File: src/rtl/mem_port_arbiter_pkg.sv
// Shared types and constants for the unified instruction/data memory port arbiter.
package mem_port_arbiter_pkg;

    typedef enum logic [1:0] {
        IDLE = 2'd0,
        BUSY = 2'd1,
        RESP = 2'd2
    } arb_state_e;

    localparam logic PORT_IF = 1'b0;
    localparam logic PORT_D  = 1'b1;

    localparam logic OP_RD = 1'b0;
    localparam logic OP_WR = 1'b1;

    localparam int LAT_MAX = 15;
    localparam int CNT_W   = 4;

endpackage

File: src/rtl/mem_port_arbiter_lat_cnt.sv
// Loadable down-counter that times one memory access; stops at zero and flags it.
module mem_lat_cnt
    import mem_port_arbiter_pkg::*;
(
    input  logic             clk,
    input  logic             rst_i,
    input  logic             load_i,
    input  logic             en_i,
    input  logic [CNT_W-1:0] load_val_i,
    output logic [CNT_W-1:0] cnt_o,
    output logic             zero_o
);

    logic [CNT_W-1:0] cnt_q;
    logic [CNT_W-1:0] cnt_d;

    always_comb begin
        cnt_d = cnt_q;
        if (load_i) begin
            cnt_d = load_val_i;
        end else if (en_i && (cnt_q != '0)) begin
            cnt_d = cnt_q - CNT_W'(1);
        end
    end

    // NOTE: sequential state uses non-blocking assignments so every flop samples pre-edge values.
    always_ff @(posedge clk) begin
        if (rst_i) begin
            cnt_q <= '0;
        end else begin
            cnt_q <= cnt_d;
        end
    end

    assign cnt_o  = cnt_q;
    assign zero_o = (cnt_q == '0);

endmodule

File: src/rtl/mem_port_arbiter.sv
// Arbitrates fetch and memory-stage accesses onto one single-ported memory and stalls the pipeline meanwhile.
module mem_port_arbiter
    import mem_port_arbiter_pkg::*;
#(
    parameter int LAT = 2,
    parameter int AW  = 16,
    parameter int DW  = 16
) (
    input  logic          clk,
    input  logic          rst_n,
    input  logic          hlt,
    input  logic          if_req,
    input  logic [AW-1:0] if_addr,
    output logic [DW-1:0] if_rdata,
    output logic          if_ack,
    input  logic          d_re,
    input  logic          d_we,
    input  logic [AW-1:0] d_addr,
    input  logic [DW-1:0] d_wdata,
    output logic [DW-1:0] d_rdata,
    output logic          d_ack,
    output logic [AW-1:0] mem_addr,
    output logic [DW-1:0] mem_wdata,
    output logic          mem_re,
    output logic          mem_we,
    input  logic [DW-1:0] mem_rdata,
    output logic          stall
);

    localparam logic [CNT_W-1:0] LAT_LOAD = CNT_W'(LAT - 1);

    arb_state_e state_q;
    arb_state_e state_d;

    logic          port_q;
    logic          op_q;
    logic [AW-1:0] addr_q;
    logic [DW-1:0] wdata_q;
    logic [DW-1:0] if_rdata_q;
    logic [DW-1:0] d_rdata_q;

    logic             d_req;
    logic             f_req;
    logic             grant;
    logic             busy;
    logic             cnt_zero;
    logic [CNT_W-1:0] cnt;

    // Data requests come from the older instruction, so they win over fetch.
    assign d_req = d_re | d_we;
    assign f_req = if_req & ~hlt;
    assign grant = (state_q == IDLE) && (d_req || f_req);
    assign busy  = (state_q == BUSY);

    mem_lat_cnt u_lat_cnt (
        .clk        (clk),
        .rst_i      (rst_n),
        .load_i     (grant),
        .en_i       (busy),
        .load_val_i (LAT_LOAD),
        .cnt_o      (cnt),
        .zero_o     (cnt_zero)
    );

    always_ff @(posedge clk) begin
        if (rst_n) begin
            state_q <= IDLE;
        end else begin
            state_q <= state_d;
        end
    end

    // NOTE: state_d gets a default before the case so no path leaves it unassigned (no latch).
    always_comb begin
        state_d = state_q;
        case (state_q)
            IDLE:    if (grant) state_d = BUSY;
            BUSY:    if (cnt_zero) state_d = RESP;
            RESP:    state_d = IDLE;
            default: state_d = IDLE;
        endcase
    end

    // Writes fire only while the counter still holds its load value, giving one write per access.
    always_comb begin
        mem_re = 1'b0;
        mem_we = 1'b0;
        if_ack = 1'b0;
        d_ack  = 1'b0;
        case (state_q)
            BUSY: begin
                mem_re = (op_q == OP_RD);
                mem_we = (op_q == OP_WR) && (cnt == LAT_LOAD);
            end
            RESP: begin
                if_ack = (port_q == PORT_IF);
                d_ack  = (port_q == PORT_D);
            end
            default: ;
        endcase
    end

    always_ff @(posedge clk) begin
        if (rst_n) begin
            port_q  <= PORT_IF;
            op_q    <= OP_RD;
            addr_q  <= '0;
            wdata_q <= '0;
        end else if (grant) begin
            port_q  <= d_req ? PORT_D : PORT_IF;
            op_q    <= (d_req && d_we) ? OP_WR : OP_RD;
            addr_q  <= d_req ? d_addr : if_addr;
            wdata_q <= d_req ? d_wdata : '0;
        end
    end

    always_ff @(posedge clk) begin
        if (rst_n) begin
            if_rdata_q <= '0;
            d_rdata_q  <= '0;
        end else if (busy && cnt_zero && (op_q == OP_RD)) begin
            if (port_q == PORT_D) begin
                d_rdata_q <= mem_rdata;
            end else begin
                if_rdata_q <= mem_rdata;
            end
        end
    end

    assign mem_addr  = addr_q;
    assign mem_wdata = wdata_q;
    assign if_rdata  = if_rdata_q;
    assign d_rdata   = d_rdata_q;

    assign stall = ~rst_n & ((d_req & ~d_ack) | (f_req & ~if_ack));

endmodule

File: config.mk
export PLATFORM = sky130hd
export DESIGN_NAME = mem_port_arbiter
export DESIGN_NICKNAME = d
export VERILOG_FILES = /design/src/rtl/mem_port_arbiter_pkg.sv /design/src/rtl/mem_port_arbiter_lat_cnt.sv /design/src/rtl/mem_port_arbiter.sv
export SDC_FILE = /design/constraint.sdc
export NUM_CORES = 1
export LEC_CHECK = 0
export ABC_AREA = 1
export CAP_MARGIN = 15
export CORE_AREA = 2 2 95 97
export DETAILED_ROUTE_END_ITERATION = 10
export DIE_AREA = 0 0 97 99
export PLACE_DENSITY = 0.83
export SLEW_MARGIN = 20
export SYNTH_ARGS = -nofsm -noshare
export SYNTH_HDL_FRONTEND = slang
export SYNTH_HIERARCHICAL = 1
export SYNTH_SLANG_ARGS = --single-unit
File: constraint.sdc
create_clock -name clk -period 1.95 [get_ports clk]
set_clock_uncertainty 0.1 [all_clocks]
set_input_delay 0.39 -clock clk [delete_from_list [all_inputs] [get_ports clk]]
set_output_delay 0.39 -clock clk [all_outputs]
set_load 0.1 [all_outputs]
* Word-level counts from Yosys, hierarchy flattened
Index checks and enable logic that the tools add are counted.
W data, S select, Z words.
** Word-level totals
- Flip-flop bits (word level) :: 72
- Input port bits :: 70
- Output and inout bits :: 69
- Word-level logic and storage cells :: 55
** Cells by class
- $add $sub $neg :: 1
- Equal/unequal tests :: 5
- Mux-type cells :: 13
- Bitwise logic cells :: 12
- Reductions and logical operators :: 15
** Operators with widths (number)
- $mux W16 :: 2
- $mux W1 :: 8
- $logic_and A1 B1 Y1 :: 6
- $not A1 Y1 :: 6
- $reduce_and A2 Y1 :: 3
- $and A1 B1 Y1 :: 4
- $eq A4 B1 Y1 const B :: 1
- $logic_not A4 Y1 :: 1
- $mux W2 :: 2
- $pmux W2 S2 :: 1
- $reduce_bool A4 Y1 :: 1
- $sub A4 B1 Y4 const B :: 1
- $eq A2 B1 Y1 const B :: 1
- $eq A2 B2 Y1 const B :: 1
- $logic_not A2 Y1 :: 1
- $ne A2 B1 Y1 const B :: 1
- $ne A2 B2 Y1 const B :: 1
- $or A1 B1 Y1 :: 2
- $reduce_bool A2 Y1 :: 1
- $reduce_or A2 Y1 :: 1
- $logic_or A1 B1 Y1 :: 1

* Logic depth before layout (Yosys ltp)
Gate-level depths: netlist of run 1.
- Depth in word-level cells :: 6
- Gate-level depth with buffers :: 11
- Gate-level depth less buffers :: 10

* Hierarchy
The synthesis of run 1 kept the hierarchy.
** By module, submodules not included
- mem_port_arbiter :: times used 1, cells each 516, area each 3374.5 um^2, sequential area each 1361.3 um^2
- mem_lat_cnt :: times used 1, cells each 41, area each 274.0 um^2, sequential area each 80.1 um^2

* Worst setup path before layout of run 1
OpenSTA, ideal clock, no wires.
- Path kind :: register to output
- Start :: register state_q[0]
- End :: output port mem_we
- Arrival time :: 2.724 ns
- Required time :: 1.460 ns
- Setup slack :: -1.264 ns
- Cell stages (with the launch flop) :: 5
- Buffers on the path :: 0
- Cells stage by stage :: dfxtp_1 -> inv_2 -> nor2_8 -> inv_1 -> nor3_1
** On the way
- Word-level cells in the longest chain between the ends :: 2
** RTL lines
- from (decl) :: line mem_port_arbiter.sv:32 : arb_state_e state_q;
- from (signal assigned) :: line mem_port_arbiter.sv:69 : state_q <= state_d;
- $eq A2 B1 Y1
- named net busy :: line mem_port_arbiter.sv:45 : logic busy;
- $mux W1 :: line mem_port_arbiter.sv:90 : case (state_q)
- to (decl) :: line mem_port_arbiter.sv:25 : output logic mem_we,
The timed path passes the listed nets, and every way through them passes these cells.

* Worst setup path in the final report of run 1
Same ends and word-level chain as after synthesis.

==> flow_metrics.tcl, run 1 <==
set metrics [dict create \
    h-tree-depth 3 \
    synth_top_area_cell "dfxtp_1" \
    holdBufCountCts 0 \
    initial_core_util_pct 42.7 \
    synth_cell_types 31 \
    cts_buffers 9 \
    worstPathRequired_ns 1.46 \
    grt_usage_pct 22.0 \
    totalWireLength_um 10300 \
    rows 34 \
    yosys_warnings 6 \
    crit_family "flip-flops" \
    clk_path_buf_depth 2 \
    fin_crit_ns 1.91 \
    power_leakage_nw 2.88 \
    gp_congestion 0.903 \
    tritoncts "done" \
    area_delta_synth_final_pct 70.4 \
    netlist.area_leader.share_pct 39.5 \
    worstPathMaxFanout 4 \
    antenna_found_initial 0 \
    drtIter0Drc 109 \
    ir_drop_mv 1.09 \
    dieArea_um2 9600 \
    grt_pass1_vias 3849 \
    cp_cell_sequence "inv_2 > nor2_8 > inv_1 > nor3_4 > buf_12" \
    viasPerCell 4.65 \
    seq_area_frac_synth_pct 39.5 \
    syn_area_per_cell_um2 6.55 \
    fillers 616 \
    finalCritPeriodShare_pct 97.7 \
    cpPeakStageDelay_ns 0.37 \
    arrival_ns 1.42 \
    cp-end-kind "output port" \
    drtAntennaViolNets 0 \
    multiInputGateArea_um2 1680 \
    clock_latency_ns 0.35 \
    wl_per_cell_um 12.6 \
    port_buffers 138 \
    total_power_w 0.00973 \
    final_common_cell "nand2_1" \
    hold_viol_final 0 \
    status "complete, no violations" \
    clkTransAtPathRegs_ns 0.07 \
    setup_viol 0 \
    startpoint_type "flop" \
    synthCells 557 \
    path_class "flop to output port" \
    ys_ff_latch 72 \
    cp_slowest_cell "dfxtp_4" \
    register_area_um2 1450 \
    netlist_area_um2 3650 \
    dp_hpwl_um 7950 \
    drive_gt1_share_pct 24.9 \
    final_max_slew_viol_count 0 \
    firstDrtPassIters 4 \
    fin_setup_tns_ns 0 \
    vias 3804 \
    grt_pass1_wl_um 17300 \
    ioPinCount 139 \
    clock_sinks 72 \
    core_area_um2 8550 \
    diodes 0 \
    crit_buf_inv 3 \
    max_freq_mhz 525 \
    die_w_um 97 \
    min_path_type "flop to flop" \
    die_h_um 99 \
    grt_max_degree 33 \
    grt_overflow 0 \
    drc 0 \
    clock-root-buffer "clkbuf_8" \
    layout_common_cells "160 x nand2_1, 102 x inv_1, 75 x buf_12" \
    fin_nets 776 \
    drv_cap 0 \
    p_per_area_nw_per_um2 1570 \
    yosys-top-cells-area "dfxtp_1 40%, nand2_1 16%, inv_1 11%" \
]
## state kept, by name, summed over array words and instances (netlist names)
| signal | cells |
|---|---|
| if_rdata | 16 |
| u_lat_cnt/cnt_o | 4 |
| d_rdata | 16 |
| state_q | 2 |
| port_q | 1 |
| op_q | 1 |
| mem_wdata | 16 |
| mem_addr | 16 |
## metrics by stage
stage | cells | utilization, % | setup slack [ns] | instance area [µm²] | hold WS (ns)
after global routing | 818 | 72.7 | -0.00762 | 6220 | 0.423
after CTS | 815 | 72.1 | 0.00462 | 6160 | 0.398
after detailed placement | 799 | 69.4 | -0.0913 | 5930 | 0.387
after floorplan | 559 | - | -0.0278 | 3700 | 0.352
final | 818 | 72.7 | 0.0444 | 6220 | 0.399
after global placement | 799 | 69.4 | -0.0569 | 5930 | 0.383
## routing by layer
metal / GRT usage (%) / vias up / wire length, µm
met3: 6.38 / 17 / 907
met5: 0 / - / 0
met1: 24.0 / 1727 / 3960
met2: 39.9 / 147 / 5200
li1: - / 1913 / -
met4: 9.32 / 0 / 218
## worst paths after layout
path	startpoint	endpoint	slack, ns	cells after the start
max	state_q[0]	mem_we	0.04	5
min	mem_wdata[5]	mem_wdata[5]	0.40	2
max reg2reg	u_lat_cnt/cnt_o[0]	d_rdata[6]	0.15	10
min reg2reg	mem_wdata[5]	mem_wdata[5]	0.40	2
## power by group
group	leakage [nW]	internal, W	total [W]	switching, W
Clock	0.113	0.000794	0.00136	0.000564
Sequential	0.592	0.00186	0.00227	0.000412
Combinational	2.17	0.00216	0.00610	0.00394
Total	2.88	0.00481	0.00973	0.00492
## final cells by class
cell class | count | share of cell area, %
clock inverter | 4 | 1.23
tap | 108 | 2.17
inverter | 114 | 6.90
clock buffer | 12 | 2.50
multi-input combinational | 350 | 27.0
timing repair buffer | 158 | 37.0
sequential | 72 | 23.3
## timing repair
item                       CTS  global route
buffers inserted             0             3
gates resized for setup      7             8
setup endpoints to repair    3            35
pin swaps                    2             5
## synth_stat cells
master,number
nor2_1,76
nand4_4,2
nand3b_1,1
o21ai_0,5
ha_1,1
buf_2,7
buf_12,1
a21oi_2,9
nand2_2,31
o21ai_1,1
buf_4,3
nor3_1,1
clkbuf_1,3
o22ai_1,2
nand3_1,35
nand3_2,2
or2_0,1
clkinv_2,1
buf_6,5
nor2_8,1
inv_2,8
nor2_4,2
nand2_4,2
a21oi_1,12
conb_1,2
dfxtp_1,72
nor2_2,1
xor2_1,1
buf_1,4
nand2_1,160
inv_1,105
## worst reg2reg max path, delay by kind of cell (launching register included)
kind	cells	cell delay [ns]
flops	1	0.34
simple gates	6	0.60
fa+ha+maj	1	0.21
buf+inv	3	0.44
## cells by family (layout without fill, tap and decap cells)
kind of cell,after synthesis,after routing,synth area share (%)
compound gates,29,29,4.97
xor+xnor,1,1,0.240
fa+ha+maj,1,1,0.343
buf+inv,137,288,16.2
flops,72,72,39.5
other cells,2,4,0.206
simple gates,315,315,38.6
(Power assumes the default switching activity.)
==> run 2: changes to the inputs <==
Settings changed: SETUP_SLACK_MARGIN set to 0.3.
==> run 2 against run 1 <==
Against the previous run: die area stayed put; critical endpoint unchanged; largest cell class unchanged; largest power group unchanged; clock-buffer cell count is 2 lower; non-clock buffer count increased by 13; utilization is 4.9 points higher; first-iteration DRC count is 64% higher; critical path depth shrank 1; critical path type unchanged.
==> flow_metrics.tcl, run 2 (synthesis gave the netlist of run 1 again) <==
set metrics [dict create \
    clk_path_buf_depth 2 \
    cp-end-kind "output port" \
    rows 34 \
    final_common_cell "nand2_1" \
    layout_common_cells "149 x nand2_1, 97 x inv_1, 73 x buf_12" \
    dp.cells 799 \
    vias 3938 \
    initial_core_util_pct 42.7 \
    diodes 0 \
    p_sw_w 0.00526 \
    pwr-share-clk_pct 13.2 \
    drive_gt1_share_pct 34.5 \
    p_seq_share_pct 22.1 \
    clock_sinks 72 \
    drtIter0Drc 179 \
    core_area_um2 8550 \
    die_w_um 97 \
    totalWireLength_um 11900 \
    gp_congestion 0.770 \
    r2r_cells 10 \
    clock_latency_ns 0.36 \
    h-tree-depth 3 \
    p_per_area_nw_per_um2 1560 \
    grt_overflow 0 \
    swShare_pct 50.8 \
    firstDrtPassIters 5 \
    final_max_slew_viol_count 0 \
    cts_buffers 9 \
    grt_pass1_wl_um 17500 \
    viasPerCell 4.74 \
    clock-root-buffer "clkbuf_8" \
    worstPathMaxFanout 4 \
    finalCritPeriodShare_pct 94.3 \
    max_freq_mhz 544 \
    worstPathRequired_ns 1.46 \
    internal-power_w 0.00509 \
    dp_hpwl_um 7940 \
    drc 0 \
    rsz0062_at_grt "yes" \
    min_path_type "flop to flop" \
    status "complete, no violations" \
    drv_cap 0 \
    ioPinCount 139 \
    tritoncts "done" \
    arrival_ns 1.35 \
    startpoint_type "flop" \
    dieArea_um2 9600 \
    drtAntennaViolNets 0 \
    fin_nets 789 \
    comb_power_share_pct 64.7 \
    fillers 533 \
    grt_pass1_vias 3909 \
    whs_path_depth 2 \
    path_class "flop to output port" \
    worst_slack_ns 0.112 \
    total_power_w 0.0104 \
    port_buffers 138 \
    power_leakage_nw 2.98 \
    fin_crit_ns 1.84 \
    setup_viol 0 \
    area_delta_synth_final_pct 82.0 \
    final_cells 830 \
    ir_drop_mv 0.910 \
    antenna_found_initial 0 \
    dp_slack_ns -0.117 \
    die_h_um 99 \
    clkTransAtPathRegs_ns 0.07 \
    grt_max_degree 40 \
    worst_hold_slack_ns 0.402 \
    hold_viol_final 0 \
    grt_usage_pct 22.6 \
    wl_per_cell_um 14.3 \
]
==> run 2: layout make-up <==
cell class                 instances  area, µm²  area share [%]
multi-input combinational        350       1950            29.4
tap                              108        135            2.04
sequential                        72       1460            21.9
clock buffer                      10        149            2.24
clock inverter                     5       78.8            1.19
inverter                         114        439            6.62
timing repair buffer             171       2430            36.6
==> run 2: per-stage QoR <==
| step | instance area, µm² | setup TNS (ns) | utilization, % |
|---|---|---|---|
| floorplan | 3720 | 0 | - |
| global placement | 5910 | -0.0243 | 69.1 |
| detailed placement | 5910 | -0.951 | 69.1 |
| CTS | 6270 | 0 | 73.4 |
| global route | 6640 | 0 | 77.6 |
| finish | 6640 | 0 | 77.6 |
==> run 2: what timing repair did <==
item / in CTS / in global routing
gates resized for setup: 19 / 70
hold buffers: 0 / 0
pin swaps: 7 / 12
setup buffers: 6 / 7
setup endpoints to repair: 37 / 51
cloned: 1 / 2
==> run 2: worst max-delay path, stage by stage (launching register included) <==
cell and delay (ns):
dfxtp_2 0.34, nor2_1 0.11, nand3b_1 0.13, nor3_4 0.22, buf_12 0.20
==> run 2: final timing paths <==
| check | startpoint | slack, ns | to |
|---|---|---|---|
| worst max-delay path | u_lat_cnt/cnt_o[2] | 0.11 | mem_we |
| worst min-delay path | mem_wdata[1] | 0.40 | mem_wdata[1] |
| worst max register to register | u_lat_cnt/cnt_o[0] | 0.19 | d_rdata[11] |
| worst min register to register | mem_wdata[1] | 0.40 | mem_wdata[1] |
==> run 2: routing by layer <==
layer	global-route usage (%)	vias to the layer above	part of all wire [%]
met5	0	-	0
met1	23.9	1798	36
met4	10.6	0	3.1
met3	7.38	30	8.0
li1	-	1938	-
met2	40.7	172	53
==> run 2: power groups by stage <==
stage / Clock [W] / Combinational [W] / Sequential (W)
2_1_floorplan: 0 / 0.00193 / 0.00432
3_3_place_gp: 0 / 0.00586 / 0.00228
3_5_place_dp: 0 / 0.00598 / 0.00230
4_1_cts: 0.00138 / 0.00622 / 0.00228
5_1_grt: 0.00144 / 0.00704 / 0.00232
6_report: 0.00137 / 0.00670 / 0.00229
==> run 3: changes to the inputs <==
Settings changed: CAP_MARGIN 15 to 20, CORE_AREA 2 2 95 97 to 2 2 90 101, DIE_AREA 0 0 97 99 to 0 0 92 103, PLACE_DENSITY 0.83 to 0.84, TNS_END_PERCENT set to 1.
==> run 3 against run 2 <==
Against the previous run: via count fell by 3.4%; final area fell by 7.0%; fmax rose by 0.15%; power fell by 8.2%; global-route usage fell by 0.35 points; wire length fell by 12%; cell count fell by 0.72%; clock power fell by 15%; register-to-register slack got worse by 0.02 ns; critical endpoint is now d_ack; largest cell class unchanged.
==> flow_metrics.tcl, run 3 (synthesis gave the netlist of run 1 again) <==
set metrics [dict create \
    highest_layer "met4" \
    final_common_cell "nand2_1" \
    fin_nets 777 \
    final_max_slew_viol_count 0 \
    clock-root-buffer "clkbuf_8" \
    p_per_area_nw_per_um2 1540 \
    max_freq_mhz 545 \
    dp.cells 804 \
    tritoncts "done" \
    gp_congestion 0.898 \
    hold_viol_final 0 \
    totalWireLength_um 10500 \
    clock_latency_ns 0.34 \
    cp_slowest_cell "dfxtp_4" \
    arrival_ns 1.35 \
    initial_core_util_pct 42.6 \
    grt_usage_pct 22.2 \
    drv_cap 0 \
    ir_drop_mv 0.969 \
    clkTransAtPathRegs_ns 0.07 \
    firstDrtPassIters 4 \
    cp-end-kind "output port" \
    rrSetupSlack_ns 0.17 \
    wl_per_cell_um 12.7 \
    die_h_um 103 \
    worstPathRequired_ns 1.46 \
    ioPinCount 139 \
    antenna_found_initial 0 \
    rsz0062_at_grt "yes" \
    placed_cell_area_um2 5940 \
    vias 3805 \
    cts_buffers 9 \
    dieArea_um2 9480 \
    clock_sinks 72 \
    die_w_um 92 \
    port_buffers 138 \
    path_class "flop to output port" \
    status "complete, no violations" \
    grt_pass1_vias 3794 \
    layout_common_cells "159 x nand2_1, 102 x inv_1, 73 x nor2_1, 73 x buf_12, 68 x dfxtp_1" \
    dp_hpwl_um 8110 \
    worst_hold_slack_ns 0.402 \
    fin_crit_ns 1.84 \
    final_cells 824 \
    holdBufCountCts 0 \
    crit_family "buffers and inverters" \
    viasPerCell 4.62 \
    h-tree-depth 3 \
    startpoint_type "flop" \
    area_delta_synth_final_pct 69.2 \
    grt_pass1_wl_um 16800 \
    met3_wirelength_um 904 \
    worstPathMaxFanout 3 \
    core_area_um2 8560 \
    drc 0 \
    cp_cell_sequence "inv_4 > nand2_2 > buf_4 > nor2_4 > buf_12" \
    fillers 630 \
    grt_overflow 0 \
    wl_met2_um 5490 \
    fin_util_pct 72.1 \
    finalCritPeriodShare_pct 94.1 \
    fin_area_um2 6170 \
    crit_buf_inv 3 \
    rows 36 \
    wl_met1_um 3850 \
    diodes 0 \
    grt_max_degree 41 \
    fin_setup_tns_ns 0 \
    drtAntennaViolNets 0 \
    drtIter0Drc 153 \
    clk_path_buf_depth 2 \
    setup_viol 0 \
    power_leakage_nw 2.85 \
    drive_gt1_share_pct 24.9 \
    min_path_type "flop to flop" \
    cpPeakStageDelay_ns 0.36 \
]
[run 3: what timing repair did]
action / 4_1_cts / 5_1_grt
gates resized for setup: 9 / 4
endpoints found under the hold margin: 0 / 0
setup endpoints to repair: 37 / 37
buffers inserted: 2 / 3
pin swaps: 3 / 2
[run 3: tightest hold or removal path, delay by kind of cell, from the launching register on]
family	cells	cell delay, ns
DFF	1	0.34
and+or+nand+nor	1	0.07
AOI/OAI and AO/OA	1	0.05
[run 3: final cells by class]
cell class / count / area, µm² / area share (%)
Clock buffer: 12 / 145 / 2.35
Clock inverter: 3 / 42.5 / 0.689
Inverter: 114 / 437 / 7.07
Multi-Input combinational cell: 350 / 1680 / 27.2
Sequential cell: 72 / 1450 / 23.5
Tap cell: 114 / 143 / 2.31
Timing Repair Buffer: 159 / 2280 / 36.9
[run 3: layer usage]
layer  GRT usage, %  up-vias
li1               -     1911
met1           23.2     1706
met2           41.6      160
met3           6.80       28
met4           9.41        0
met5              0        -
[run 3: per-stage QoR]
stage	worst slack [ns]	total power (W)
6_report	0.115	0.00951
3_5_place_dp	-0.0530	0.00829
4_1_cts	0.0833	0.00949
5_1_grt	0.0721	0.00997
3_3_place_gp	-0.0360	0.00815
2_1_floorplan	0.0853	0.00624
[run 3: where the power goes]
part	switching (W)	internal, W	total [W]
Sequential	0.000412	0.00186	0.00227
Clock	0.000545	0.000618	0.00116
Combinational	0.00394	0.00213	0.00607
[run 3: final timing paths]
kind,startpoint,cells after the start,endpoint
worst max-delay path,state_q[0],5,d_ack
worst min-delay path,mem_wdata[4],2,mem_wdata[4]
worst max register to register,u_lat_cnt/cnt_o[0],10,d_rdata[6]
worst min register to register,mem_wdata[4],2,mem_wdata[4]
